===== config.mk =====
export PLATFORM = sky130hd
export DESIGN_NAME = stopwatch_ctrl
export DESIGN_NICKNAME = d
export VERILOG_FILES = /design/src/rtl/stopwatch_ctrl.sv
export SDC_FILE = /design/constraint.sdc
export NUM_CORES = 1
export LEC_CHECK = 0
export ABC_AREA = 1
export BUFFER_PORTS_ARGS = -buffer_cell sky130_fd_sc_hd__buf_2
export CAP_MARGIN = 40
export CORE_UTILIZATION = 25
export CTS_CLUSTER_DIAMETER = 120
export DETAILED_ROUTE_END_ITERATION = 10
export SKIP_CTS_REPAIR_TIMING = 1
export SLEW_MARGIN = 10
export SYNTH_ARGS = -nofsm -noshare
export SYNTH_HDL_FRONTEND = slang
export SYNTH_SLANG_ARGS = --single-unit

===== constraint.sdc =====
create_clock -name clkctl -period 1.78 [get_ports clkctl]
set_input_delay 0.178 -clock clkctl [delete_from_list [all_inputs] [get_ports clkctl]]
set_output_delay 0.178 -clock clkctl [all_outputs]
set_load 0.01 [all_outputs]

===== src/rtl/stopwatch_ctrl.sv =====
`default_nettype none
// +-----------------------------------------------------------------------------+
// | Module      : stopwatch_ctrl                                                |
// | Description : Run/pause/adjust controller for a min:sec stopwatch; owns the |
// |               seconds counter and pulses the external minutes counter.     |
// |               Optional adjust mode is built when STOPWATCH_CTRL_ADJ_EN is   |
// |               defined.                                                      |
// | Revision    : 1.0 - initial release                                         |
// +-----------------------------------------------------------------------------+
module stopwatch_ctrl #(
    parameter int TICK_DIV = 100000000,
    parameter int ADJ_DIV  = 50000000
) (
    input  logic       clkctl,
    input  logic       rstctl,
    input  logic       pause_p,
    input  logic       adj,
    input  logic       sel,
    output logic       enablesec,
    output logic       overflow,
    output logic       enablemin,
    output logic [5:0] countsec,
    output logic [1:0] state
);

    localparam logic [1:0]  c_idle      = 2'b00;
    localparam logic [1:0]  c_run       = 2'b01;
    localparam logic [1:0]  c_pause     = 2'b10;
    localparam logic [1:0]  c_adjust    = 2'b11;
    localparam logic [26:0] c_tick_last = 27'(TICK_DIV - 1);
    localparam logic [5:0]  c_sec_last  = 6'd59;

    logic [1:0]  r_state;
    logic [1:0]  w_state_nxt;
    logic [26:0] r_div;
    logic [5:0]  r_countsec;
    logic [5:0]  w_sec_inc;
    logic        r_enablesec;
    logic        r_overflow;
    logic        r_enablemin;
    logic        w_adj_req;
    logic        w_adj_entry;
    logic        w_run_tick;
    logic        w_adj_sec_tick;
    logic        w_adj_min_tick;

`ifdef STOPWATCH_CTRL_ADJ_EN
    localparam logic [26:0] c_adj_last = 27'(ADJ_DIV - 1);

    logic [26:0] r_adiv;
    logic        w_adj_tick;

    assign w_adj_req      = adj;
    assign w_adj_tick     = (r_state == c_adjust) && (r_adiv == c_adj_last);
    // sel is sampled on the tick itself, so a mid-adjust change waits for the next tick
    assign w_adj_sec_tick = w_adj_tick && sel;
    assign w_adj_min_tick = w_adj_tick && !sel;

    always_ff @(posedge clkctl) begin
        if (rstctl) begin
            r_adiv <= 27'd0;
        end else if (w_adj_entry) begin
            r_adiv <= 27'd0;
        end else if (r_state == c_adjust) begin
            r_adiv <= w_adj_tick ? 27'd0 : r_adiv + 27'd1;
        end
    end
`else
    logic w_unused_adj;

    assign w_unused_adj   = adj ^ sel;
    assign w_adj_req      = 1'b0;
    assign w_adj_sec_tick = 1'b0;
    assign w_adj_min_tick = 1'b0;
`endif

    always_comb begin
        w_state_nxt = r_state;
        if (w_adj_req) begin
            w_state_nxt = c_adjust;
        end else if (r_state == c_adjust) begin
            w_state_nxt = c_pause;
        end else if (pause_p) begin
            case (r_state)
                c_idle:  w_state_nxt = c_run;
                c_run:   w_state_nxt = c_pause;
                c_pause: w_state_nxt = c_run;
                default: w_state_nxt = r_state;
            endcase
        end
    end

    assign w_adj_entry = (w_state_nxt == c_adjust) && (r_state != c_adjust);
    assign w_run_tick  = (r_state == c_run) && (r_div == c_tick_last);
    assign w_sec_inc   = (r_countsec == c_sec_last) ? 6'd0 : r_countsec + 6'd1;

    always_ff @(posedge clkctl) begin
        if (rstctl) begin
            r_state     <= c_idle;
            r_div       <= 27'd0;
            r_countsec  <= 6'd0;
            r_enablesec <= 1'b0;
            r_overflow  <= 1'b0;
            r_enablemin <= 1'b0;
        end else begin
            r_state     <= w_state_nxt;
            r_enablesec <= 1'b0;
            r_overflow  <= 1'b0;
            r_enablemin <= 1'b0;

            // div only moves in RUN, so PAUSE keeps the sub-second phase
            if (w_adj_entry) begin
                r_div <= 27'd0;
            end else if (r_state == c_run) begin
                r_div <= w_run_tick ? 27'd0 : r_div + 27'd1;
            end

            if (w_run_tick) begin
                r_enablesec <= 1'b1;
                r_overflow  <= (r_countsec == c_sec_last);
                r_countsec  <= w_sec_inc;
            end else if (w_adj_sec_tick) begin
                r_enablesec <= 1'b1;
                r_countsec  <= w_sec_inc;
            end else if (w_adj_min_tick) begin
                r_enablemin <= 1'b1;
            end
        end
    end

    assign enablesec = r_enablesec;
    assign overflow  = r_overflow;
    assign enablemin = r_enablemin;
    assign countsec  = r_countsec;
    assign state     = r_state;

endmodule
`default_nettype wire


After elaboration in Yosys (flattened, before gate mapping)
Index checks and enable logic that the tools add are counted.
Widths: inputs -> output; s select.
{ "word_totals": {"reg_bits": 37, "output_inout_bits": 11, "elab_cells": 27} }
{ "classes": {"n_addsub": 2, "n_eq_ne": 7, "mux": 6, "bitwise_logic": 1, "reduce_logical": 6} }
{ "op_table": {"columns": ["cell", "n"], "rows": [
  ["$add 27x1->27 const B", 1],
  ["$eq 27x27->1 const B", 1],
  ["$mux 27", 1],
  ["$add 6x1->6 const B", 1],
  ["$eq 2x2->1 const B", 3],
  ["$eq 6x6->1 const B", 1],
  ["$mux 6", 1],
  ["$reduce_or 2->1", 3],
  ["$mux 2", 2],
  ["$pmux 2 s2", 1],
  ["$eq 2x1->1 const B", 1],
  ["$logic_and 1x1->1", 2],
  ["$logic_not 2->1", 1],
  ["$ne 2x2->1 const B", 1],
  ["$mux 1", 1],
  ["$not 1->1", 1]
]} }

Logic depth before layout (Yosys ltp)
Gate-level depths: netlist (run 1).
{ "logic_depth": {"word_depth": 8, "depth_mapped": 10, "ltp_nobuf": 9} }

Least setup slack after synthesis (run 1)
No wires, ideal clock.
{ "synth_path": {"path_type": "flip-flop to flip-flop", "start": "register r_div[0]", "end": "register r_div[24]", "setup_ps": 113, "t_arrival_ps": 1348, "t_required_ps": 1667, "setup_slack_ps": 320, "path_stages_with_launch": 10, "period_less_slack_ps": 1460, "cell_sequence": "dfxtp_1 > ha_1 > nand2_1 > nor2_1 > nand2_2 > nor2_4 > a21oi_4 > buf_6 > nand2_1 > nor2_1"} }
{ "synth_via": {"elab_chain_len": 3, "elab_cells_between_ends": 4, "classes_between": "add/sub: 1; eq/ne: 1; mux: 1; reduce/logical: 1"} }
{ "synth_lines": {"columns": ["item", "line_no", "rtl"], "rows": [
  ["start, declared", "35", "logic [26:0] r_div;"],
  ["start signal, assigned", "115", "r_div <= w_run_tick ? 27'd0 : r_div + 27'd1;"],
  ["parallel branches: the longest is 2 deep, another holds $add 27x1->27", null, null],
  ["$mux 27 (*)", "115", null]
]} }
Mark *: on every way between the ends.
A chain may end at the register's enable or synchronous reset.

Worst setup path in the final report (run 1)
{ "layout_path": {"start": "register r_div[0]", "end": "register r_div[19]"} }
The elaborated chain is that of the path after synthesis.

==> out/summary.txt, run 1 <==
======================================================================================================
Post-layout nets                                                                                   341
Height of the die                                                                              91.9 um
Arr. time, crit path                                                                           1.89 ns
Worst setup endpoint                                                                         r_div[19]
Syn_nets                                                                                           315
First-pass GRT wire length                                                                     7980 um
R2r setup slk                                                                                  0.12 ns
Cell types with the largest area share after synthesis                                    sky130_fd_sc_hd__dfxtp_1 37%, sky130_fd_sc_hd__nand2_1 14%, sky130_fd_sc_hd__nor2_1 14%
Number of buffers inserted by port buffering                                                        12
Biggest fanout along the worst timing path                                                           9
Slew at the pin closest to its max-slew limit                                                 0.565 ns
Commonest non-fill, non-tap cells in the layout                                           76 x sky130_fd_sc_hd__nand2_1, 75 x sky130_fd_sc_hd__nor2_1, 37 x sky130_fd_sc_hd__dfxtp_1
Worst-case clock skew                                                                       0.00306 ns
Rel. slew slack                                                                                  0.623
Antenna violations before repair                                                                     0
Synth unique cells                                                                                  25
Largest area contributor in the netlist                                                   sky130_fd_sc_hd__dfxtp_1
WS Path Type                                                                              flip-flop to flip-flop
Chain of cells forming the critical path                                                  ha_1, nand2_1, nor2_1, nand2_2, nor2_4, a21oi_2, nand2_1, nor2_1
Detailed Route WL                                                                              4740 um
Highest-utilization routing layer at the global route stage                                       met2
Starting Density                                                                                 0.260
Worst endpoint required time                                                                   2.01 ns
Root Buffer Master                                                                        sky130_fd_sc_hd__clkbuf_8
Antenna diode count                                                                                  0
Final core utilization                                                                           0.306
Half-perimeter wire length after detailed placement                                            3510 um
Area growth syn-to-layout                                                                        17.6%
Detailed Route Iter0 Violations                                                                     97
Prevailing post-synth register cell                                                       sky130_fd_sc_hd__dfxtp_1
Fmax                                                                                         0.602 GHz
Startpoint of the worst setup timing path                                                     r_div[0]
Reg2Reg Capture Point                                                                        r_div[19]
Pin count of the biggest net entering global routing                                                20
Post-synthesis average cell area                                                             6.56 um^2
Met2 track demand over resource                                                                  0.190
Number of buffers created by CTS                                                                     5
Last weighted congestion value of the routability-driven placer                                  0.893
Number of global-route vias before repair                                                         1844
Number of standard-cell rows in the floorplan                                                       32
Largest voltage drop on the vdd net                                                         0.000351 V
Standard cell with the maximum stage delay on the critical path                           sky130_fd_sc_hd__a21oi_2
Post-DR wirelength/cell                                                                        10.8 um
Slowest cell delay on critical path                                                            0.48 ns
Maximum number of buffers from clock root to sink                                                    2
Count of mapped cells out of synthesis                                                             308
Post-Synthesis Cell Area                                                                     2020 um^2
Detailed-route vias per instance                                                                  4.54
Flop and latch count out of synthesis                                                               37
Clock sink count                                                                                    37
Pre-Repair DR Iteration Count                                                                        4
Via count of the routed design                                                                    1985
Final worst path period share                                                                    0.933
CORE AREA                                                                                    7770 um^2
Synth top area share                                                                             0.366
Post-synth ARST share                                                                                0
Total power divided by cell area                                                           697 nW/um^2
Reg-to-Reg Start                                                                              r_div[0]
Sum of negative setup slack                                                                       0 ns
Worst hold-check path type                                                                primary input to flip-flop
Detail Route Antenna Nets                                                                            0
Maximum level of the CTS H-tree                                                                      2
Routing usage on met1                                                                            0.148
Share of layout cells above drive strength 1                                                     0.146
DR DRC count                                                                                         0
Final hold violations                                                                                0
Endpoint class of the critical path                                                          flip-flop
Clock tree from TritonCTS                                                                        built
Count of cells along the worst register-to-register path                                             8
Min Tclk post-route                                                                            1.66 ns
Number of primary I/O pins                                                                          16
Status                                                                                    complete, no violations
Horiz. Die Dim                                                                                 91.9 um
Total of warnings raised by yosys                                                                    0
Clock transition at the register clock pins on the worst setup and hold paths after CTS        0.07 ns
Sequential cell area fraction in the yosys report                                                0.366
Count of maximum capacitance violations                                                              0
Filler cells                                                                                       887
Final setup violation count                                                                          0
Routing usage on met3                                                                           0.0224
Lkg Pwr                                                                                       0.900 nW
Area of the die                                                                              8450 um^2
GRT Total Usage                                                                                  0.116
Max-slew violation count                                                                             0
Latest clock arrival within the worst-skew pair                                                0.29 ns
Global route overflow                                                                                0
EDFF count, synth                                                                                    0
Commonest non-fill, non-tap cell in the layout                                            sky130_fd_sc_hd__nand2_1
Worst Setup Start Kind                                                                       flip-flop
======================================================================================================
-- report_power, final --
part	internal, mW	leakage, nW	switching (mW)	total (mW)
clock network	0.456	0.0574	0.305	0.760
logic	0.0167	0.544	0.0419	0.0586
registers	0.833	0.298	0.00612	0.840
total	1.31	0.900	0.353	1.66
-- metal layers --
metal	vias up	share of wire
met5	-	0
met4	0	0.0084
met3	5	0.039
met2	51	0.48
met1	897	0.47
li1	1032	-
-- through the flow --
step	area (um^2)	instances	hold slack, ns	power (mW)	setup WS (ns)
floorplan	2020	308	0.250	0.898	0.320
CTS	2360	435	0.0935	1.67	0.0509
global route	2380	437	0.111	1.71	-0.00617
finish	2380	437	0.103	1.66	0.119
detailed placement	2240	427	0.408	0.914	0.0672
global placement	2240	427	0.403	0.914	0.104
-- area by class of cell --
cell class	instances	area, um^2	share of cell area
multi-input cells	241	1160	0.487
flip-flops and latches	37	741	0.311
repair buffers	21	128	0.0537
well taps	102	128	0.0537
inverters	28	105	0.0442
clock buffers	6	82.6	0.0347
clock inverters	2	37.5	0.0158
-- state kept, by name (all words and copies together) (netlist names) --
| register | flops |
|---|---|
| r_div | 27 |
| enablesec | 1 |
| overflow | 1 |
| countsec | 6 |
| state | 2 |
-- critical path, delay by kind of cell (launching register included) --
kind | cells | cell delay (ns)
AND/OR/NAND/NOR | 6 | 0.54
AO/OA/AOI/OAI | 1 | 0.48
adder cells (fa/ha/maj) | 1 | 0.24
flip-flops | 1 | 0.34
-- Yosys cell counts, drive strengths merged, types with 3 or more instances --
cell	n
nand2	84
nor2	82
dfxtp	37
inv	28
nand3	27
nand4	9
o21ai	9
a21oi	8
xor2	5
nor3	4
a31oi	3
buf	3
nor3b	3
-- worst min-delay path by stage --
stage / from / endpoint / slack (ns) / cells after the start
3_5_place_dp: pause_p / state[0] / 0.41 / 2
5_1_grt: pause_p / state[0] / 0.11 / 2
4_1_cts: pause_p / state[0] / 0.09 / 2
3_3_place_gp: pause_p / state[0] / 0.40 / 2
6_report: pause_p / state[0] / 0.10 / 2
2_1_floorplan: rstctl / state[1] / 0.25 / 1
-- cell families after synthesis --
kind of cell | synth area share
AOI/OAI and AO/OA | 0.0662
xor gates and xnor gates | 0.0303
adders and majority gates | 0.0124
buffers and inverters | 0.0668
DFF | 0.366
other | 0.00185
and+or+nand+nor | 0.456
No activity file was read; power rests on OpenSTA's default activity.
==> run 2: changes to the inputs <==
RECOVER_POWER = 100   (was default)
==> out/summary.txt, run 2 (same netlist as run 1, synthesis figures left out) <==
======================================================================================================
Clock tree from TritonCTS                                                                        built   unchanged
Count of cells along the worst register-to-register path                                             8   unchanged
Filler cells                                                                                       895   was 887
Antenna diode count                                                                                  0   unchanged
Global route overflow                                                                                0   unchanged
Arr. time, crit path                                                                           1.89 ns   about the same
Cell area after placement                                                                    2240 um^2   unchanged
Latest clock arrival within the worst-skew pair                                                0.29 ns   about the same
Placed Instances                                                                                   427   unchanged
Final hold violations                                                                                0   unchanged
Horiz. Die Dim                                                                                 91.9 um   unchanged
Most flop-heavy register                                                                         r_div   unchanged
Clock transition at the register clock pins on the worst setup and hold paths after CTS        0.07 ns   about the same
Final setup violation count                                                                          0   unchanged
Max-slew violation count                                                                             0   unchanged
Post-DR wirelength/cell                                                                        10.8 um   about the same
First-pass GRT wire length                                                                     7980 um   unchanged
Antenna violations before repair                                                                     0   unchanged
Detailed Route Iter0 Violations                                                                     90   was 97
Pre-Repair DR Iteration Count                                                                        4   unchanged
Largest voltage drop on the vdd net                                                         0.000351 V   about the same
Final worst path period share                                                                    0.932   was 0.933
Share of layout cells above drive strength 1                                                     0.116   was 0.146
Area of the die                                                                              8450 um^2   unchanged
Maximum number of buffers from clock root to sink                                                    2   unchanged
Sum of negative setup slack                                                                       0 ns   unchanged
Last weighted congestion value of the routability-driven placer                                  0.893   unchanged
Flip-flop count of the largest register after layout                                                27   unchanged
Worst-case clock skew                                                                       0.00291 ns   was 0.00306 ns
Maximum level of the CTS H-tree                                                                      2   unchanged
Pre-CTS setup slack                                                                          0.0672 ns   unchanged
Commonest non-fill, non-tap cell in the layout                                            sky130_fd_sc_hd__nand2_1   unchanged
Number of primary I/O pins                                                                          16   unchanged
Commonest non-fill, non-tap cells in the layout                                           76 x sky130_fd_sc_hd__nand2_1, 75 x sky130_fd_sc_hd__nor2_1, 37 x sky130_fd_sc_hd__dfxtp_1   unchanged
Detail Route Antenna Nets                                                                            0   unchanged
DR DRC count                                                                                         0   unchanged
Detailed-route vias per instance                                                                  4.53   was 4.54
Height of the die                                                                              91.9 um   unchanged
Number of buffers created by CTS                                                                     5   unchanged
Worst Setup Start Kind                                                                       flip-flop   unchanged
Via count of the routed design                                                                    1980   was 1985
Number of buffers inserted by port buffering                                                        12   unchanged
Hold wc startpoint                                                                             pause_p   unchanged
Biggest fanout along the worst timing path                                                           9   unchanged
Min Tclk post-route                                                                            1.66 ns   about the same
Final non-filler cell area                                                                   2360 um^2   was 2380 um^2
Rel. slew slack                                                                                  0.627   was 0.623
R2r setup slk                                                                                  0.12 ns   about the same
Detailed Route WL                                                                              4740 um   about the same
Number of global-route vias before repair                                                         1844   unchanged
GRT Total Usage                                                                                  0.116   unchanged
Status                                                                                    complete, no violations   unchanged
Slew at the pin closest to its max-slew limit                                                 0.559 ns   was 0.565 ns
CORE AREA                                                                                    7770 um^2   unchanged
Endpoint class of the critical path                                                          flip-flop   unchanged
Root Buffer Master                                                                        sky130_fd_sc_hd__clkbuf_8   unchanged
Pin count of the biggest net entering global routing                                                20   unchanged
Reg-to-Reg Start                                                                              r_div[0]   unchanged
RSZ-0062 raised after global routing                                                                no
Total power divided by cell area                                                           702 nW/um^2   was 697 nW/um^2
Non-filler cells, final                                                                            437   unchanged
Lkg Pwr                                                                                       0.856 nW   was 0.900 nW
WS Path Type                                                                              flip-flop to flip-flop   unchanged
Worst endpoint required time                                                                   2.01 ns   about the same
Worst setup endpoint                                                                         r_div[19]   unchanged
Worst hold-check path type                                                                primary input to flip-flop   unchanged
Post-layout nets                                                                                   341   unchanged
Half-perimeter wire length after detailed placement                                            3510 um   unchanged
Startpoint of the worst setup timing path                                                     r_div[0]   unchanged
Count of maximum capacitance violations                                                              0   unchanged
Reg2Reg Capture Point                                                                        r_div[19]   unchanged
Clock sink count                                                                                    37   unchanged
Fmax                                                                                         0.603 GHz   was 0.602 GHz
Starting Density                                                                                 0.260   unchanged
Number of standard-cell rows in the floorplan                                                       32   unchanged
Final setup slack of the worst path                                                           0.121 ns   was 0.119 ns
Area growth syn-to-layout                                                                        16.6%   was 17.6%
======================================================================================================
[run 2: cell count changes in the layout (fill, tap and decap cells not counted)]
cell and delta:
sky130_fd_sc_hd__buf_2 -10, sky130_fd_sc_hd__o21ai_2 +1, sky130_fd_sc_hd__clkbuf_1 +10, sky130_fd_sc_hd__o21ai_4 -1
[run 2: worst max-delay path, cell delays in order (launching register included)]
cell and delay, ns:
sky130_fd_sc_hd__dfxtp_1 0.34, sky130_fd_sc_hd__ha_1 0.24, sky130_fd_sc_hd__nand2_1 0.07, sky130_fd_sc_hd__nor2_1 0.04
sky130_fd_sc_hd__nand2_2 0.12, sky130_fd_sc_hd__nor2_4 0.08, sky130_fd_sc_hd__a21oi_2 0.48, sky130_fd_sc_hd__nand2_1 0.11
sky130_fd_sc_hd__nor2_1 0.12
[run 2: layer usage]
layer | global-route usage | share of wire | vias to the layer above
met5 | 0 | 0 | -
met3 | 0.0224 | 0.034 | 7
met1 | 0.148 | 0.48 | 896
met4 | 0.0469 | 0.011 | 0
li1 | - | - | 1033
met2 | 0.190 | 0.47 | 44
[run 2: how the worst min path moves through the flow]
stage,cells past startpoint,end,slack (ns)
3_3_place_gp,2,state[0],0.40
5_1_grt,2,state[0],0.11
3_5_place_dp,2,state[0],0.41
2_1_floorplan,1,state[1],0.25
4_1_cts,2,state[0],0.09
6_report,2,state[0],0.10
[run 2: area by class of cell]
type                       count  area [um^2]  share of cell area
inverter                      28          105              0.0446
sequential                    37          741               0.314
tap                          102          128              0.0541
timing repair buffer          21          115              0.0488
clock inverter                 2         37.5              0.0159
multi-input combinational    241         1150               0.488
clock buffer                   6         82.6              0.0350
[run 2: stage by stage]
step	util	total power, mW	hold WS, ns
after floorplan	-	0.898	0.250
after global placement	0.288	0.914	0.403
after detailed placement	0.288	0.914	0.408
after CTS	0.304	1.67	0.0935
after global routing	0.304	1.71	0.111
final	0.304	1.66	0.103
[run 2: where the power goes]
part | total [mW] | switching [mW] | leakage (nW) | internal (mW)
logic | 0.0568 | 0.0414 | 0.500 | 0.0154
registers | 0.840 | 0.00617 | 0.298 | 0.834
clock network | 0.760 | 0.304 | 0.0574 | 0.455
total | 1.66 | 0.352 | 0.856 | 1.30
==> run 3: changes to the inputs <==
HOLD_SLACK_MARGIN = 0.15   (was default)
PLACE_DENSITY = 0.44   (was default)
==> out/summary.txt, run 3 (same netlist as run 1, synthesis figures left out) <==
======================================================================================================
Pin count of the biggest net entering global routing                                                20   unchanged
Startpoint of the worst setup timing path                                                     r_div[1]   was r_div[0]
Placed Instances                                                                                   434   was 427
Sum of negative setup slack                                                                       0 ns   unchanged
Number of global-route vias before repair                                                         1829   was 1844
Worst hold-check path type                                                                primary input to flip-flop   unchanged
Worst endpoint required time                                                                   1.97 ns   was 2.01 ns
Final hold violations                                                                                0   unchanged
Maximum number of buffers from clock root to sink                                                    2   unchanged
Height of the die                                                                              91.9 um   unchanged
Post-layout nets                                                                                   351   was 341
Max-slew violation count                                                                             0   unchanged
Lkg Pwr                                                                                       0.886 nW   was 0.856 nW
Non-filler cells, final                                                                            447   was 437
Number of primary I/O pins                                                                          16   unchanged
Status                                                                                    complete, no violations   unchanged
Worst Setup Start Kind                                                                       flip-flop   unchanged
Maximum level of the CTS H-tree                                                                      2   unchanged
Slew at the pin closest to its max-slew limit                                                 0.607 ns   was 0.559 ns
Net switching power figure                                                                      365 uW   was 352 uW
Final setup violation count                                                                          0   unchanged
Rel. slew slack                                                                                  0.595   was 0.627
RSZ-0062 raised after global routing                                                               yes   was no
Starting Density                                                                                 0.260   unchanged
Number of standard-cell rows in the floorplan                                                       32   unchanged
Switching part of the total                                                                      0.244   was 0.212
Arr. time, crit path                                                                           1.84 ns   was 1.89 ns
Most flop-heavy register                                                                         r_div   unchanged
Cell area after placement                                                                    2290 um^2   was 2240 um^2
Final non-filler cell area                                                                   2430 um^2   was 2360 um^2
Commonest non-fill, non-tap cells in the layout                                           74 x sky130_fd_sc_hd__nand2_1, 74 x sky130_fd_sc_hd__nor2_1, 37 x sky130_fd_sc_hd__dfxtp_1   was 76 x sky130_fd_sc_hd__nand2_1, 75 x sky130_fd_sc_hd__nor2_1, 37 x sky130_fd_sc_hd__dfxtp_1
CORE AREA                                                                                    7770 um^2   unchanged
Antenna violations before repair                                                                     0   unchanged
Detailed Route WL                                                                              5220 um   was 4740 um
Via count of the routed design                                                                    1969   was 1980
Share of layout cells above drive strength 1                                                     0.142   was 0.116
Reg2Reg Capture Point                                                                        r_div[21]   was r_div[19]
Power Total                                                                                    1.49 mW   was 1.66 mW
Global route overflow                                                                                0   unchanged
Count of maximum capacitance violations                                                              0   unchanged
Total power divided by cell area                                                           616 nW/um^2   was 702 nW/um^2
Half-perimeter wire length after detailed placement                                            3850 um   was 3510 um
Largest voltage drop on the vdd net                                                         0.000437 V   was 0.000351 V
GRT Total Usage                                                                                  0.128   was 0.116
Fraction of power consumed by sequential logic                                                   0.561   was 0.507
Area of the die                                                                              8450 um^2   unchanged
Area growth syn-to-layout                                                                        20.0%   was 16.6%
Fmax                                                                                         0.605 GHz   was 0.603 GHz
Worst setup endpoint                                                                         r_div[21]   was r_div[19]
Number of buffers created by CTS                                                                     5   unchanged
Detailed-route vias per instance                                                                  4.40   was 4.53
Reg-to-Reg Start                                                                              r_div[1]   was r_div[0]
Antenna diode count                                                                                  0   unchanged
Detail Route Antenna Nets                                                                            0   unchanged
Pre-Repair DR Iteration Count                                                                        4   unchanged
Post-DR wirelength/cell                                                                        11.7 um   was 10.8 um
Latest clock arrival within the worst-skew pair                                                0.30 ns   was 0.29 ns
Biggest fanout along the worst timing path                                                           9   unchanged
R2r setup slk                                                                                  0.13 ns   was 0.12 ns
Final setup slack of the worst path                                                           0.127 ns   was 0.121 ns
Part of the total power dissipated in the clock network                                          0.395   was 0.459
WS Path Type                                                                              flip-flop to flip-flop   unchanged
Detailed Route Iter0 Violations                                                                     86   was 90
Last weighted congestion value of the routability-driven placer                                  0.825   was 0.893
Clock transition at the register clock pins on the worst setup and hold paths after CTS        0.08 ns   was 0.07 ns
Count of cells along the worst register-to-register path                                             8   unchanged
Number of buffers inserted by port buffering                                                        12   unchanged
Flip-flop count of the largest register after layout                                                27   unchanged
Cell-internal power                                                                            1.13 mW   was 1.30 mW
Horiz. Die Dim                                                                                 91.9 um   unchanged
Final worst path period share                                                                    0.929   was 0.932
DR DRC count                                                                                         0   unchanged
Root Buffer Master                                                                        sky130_fd_sc_hd__clkbuf_8   unchanged
Endpoint class of the critical path                                                          flip-flop   unchanged
Pre-CTS setup slack                                                                          0.0660 ns   was 0.0672 ns
Min Tclk post-route                                                                            1.65 ns   was 1.66 ns
Gate power share                                                                                 0.044   was 0.034
First-pass GRT wire length                                                                     8580 um   was 7980 um
Worst-case clock skew                                                                       0.00964 ns   was 0.00291 ns
Clock tree from TritonCTS                                                                        built   unchanged
Clock sink count                                                                                    37   unchanged
======================================================================================================
[run 3: cell count changes in the layout (fill, tap and decap cells not counted), sizes merged]
cell         previous run  this run
clkinvlp                1         2
dlygate4sd3             0         1
bufinv                  1         0
clkbuf                 16        17
buf                    11        19
[run 3: metal layers]
metal / GRT usage / wire length [um] / up-vias
met5: 0 / 0 / -
met4: 0.0391 / 59 / 0
met3: 0.0249 / 160 / 7
met2: 0.203 / 2360 / 29
met1: 0.175 / 2640 / 880
li1: - / - / 1053
[run 3: power by group through the flow]
stage	clock network [mW]	logic, mW	registers, mW
after floorplan	0	0.0389	0.859
after global placement	0	0.0616	0.858
after detailed placement	0	0.0614	0.858
after CTS	0.617	0.0617	0.839
after global routing	0.654	0.0757	0.840
final	0.591	0.0653	0.838
[run 3: cell type report]
class,instances,area [um^2]
Timing Repair Buffer,31,191
Clock inverter,2,15.0
Clock buffer,6,72.6
Multi-Input combinational cell,241,1170
Fill cell,892,5340
Sequential cell,37,741
Inverter,28,105
Tap cell,102,128
[run 3: stage by stage]
step,hold WS (ns),util
5_1_grt,0.193,0.313
6_report,0.195,0.313
2_1_floorplan,0.250,-
3_5_place_dp,0.405,0.295
3_3_place_gp,0.399,0.295
4_1_cts,0.0796,0.306
[run 3: worst min path at each step]
stage                     cells past startpoint       end  startpoint
after floorplan                               1  state[1]      rstctl
after global placement                        2  state[0]     pause_p
after detailed placement                      2  state[0]     pause_p
after CTS                                     2  state[0]     pause_p
after global routing                          2  r_div[6]      rstctl
final                                         2  r_div[6]      rstctl
[run 3: worst max-delay path, stage by stage, from the launching register on]
cell and delay, ns:
sky130_fd_sc_hd__dfxtp_1 0.37, sky130_fd_sc_hd__ha_1 0.21, sky130_fd_sc_hd__nand2_1 0.06, sky130_fd_sc_hd__nor2_1 0.13, sky130_fd_sc_hd__nand2_2 0.10, sky130_fd_sc_hd__nor2_4 0.26
sky130_fd_sc_hd__a21oi_2 0.24, sky130_fd_sc_hd__nand2_1 0.12, sky130_fd_sc_hd__nor2_1 0.04
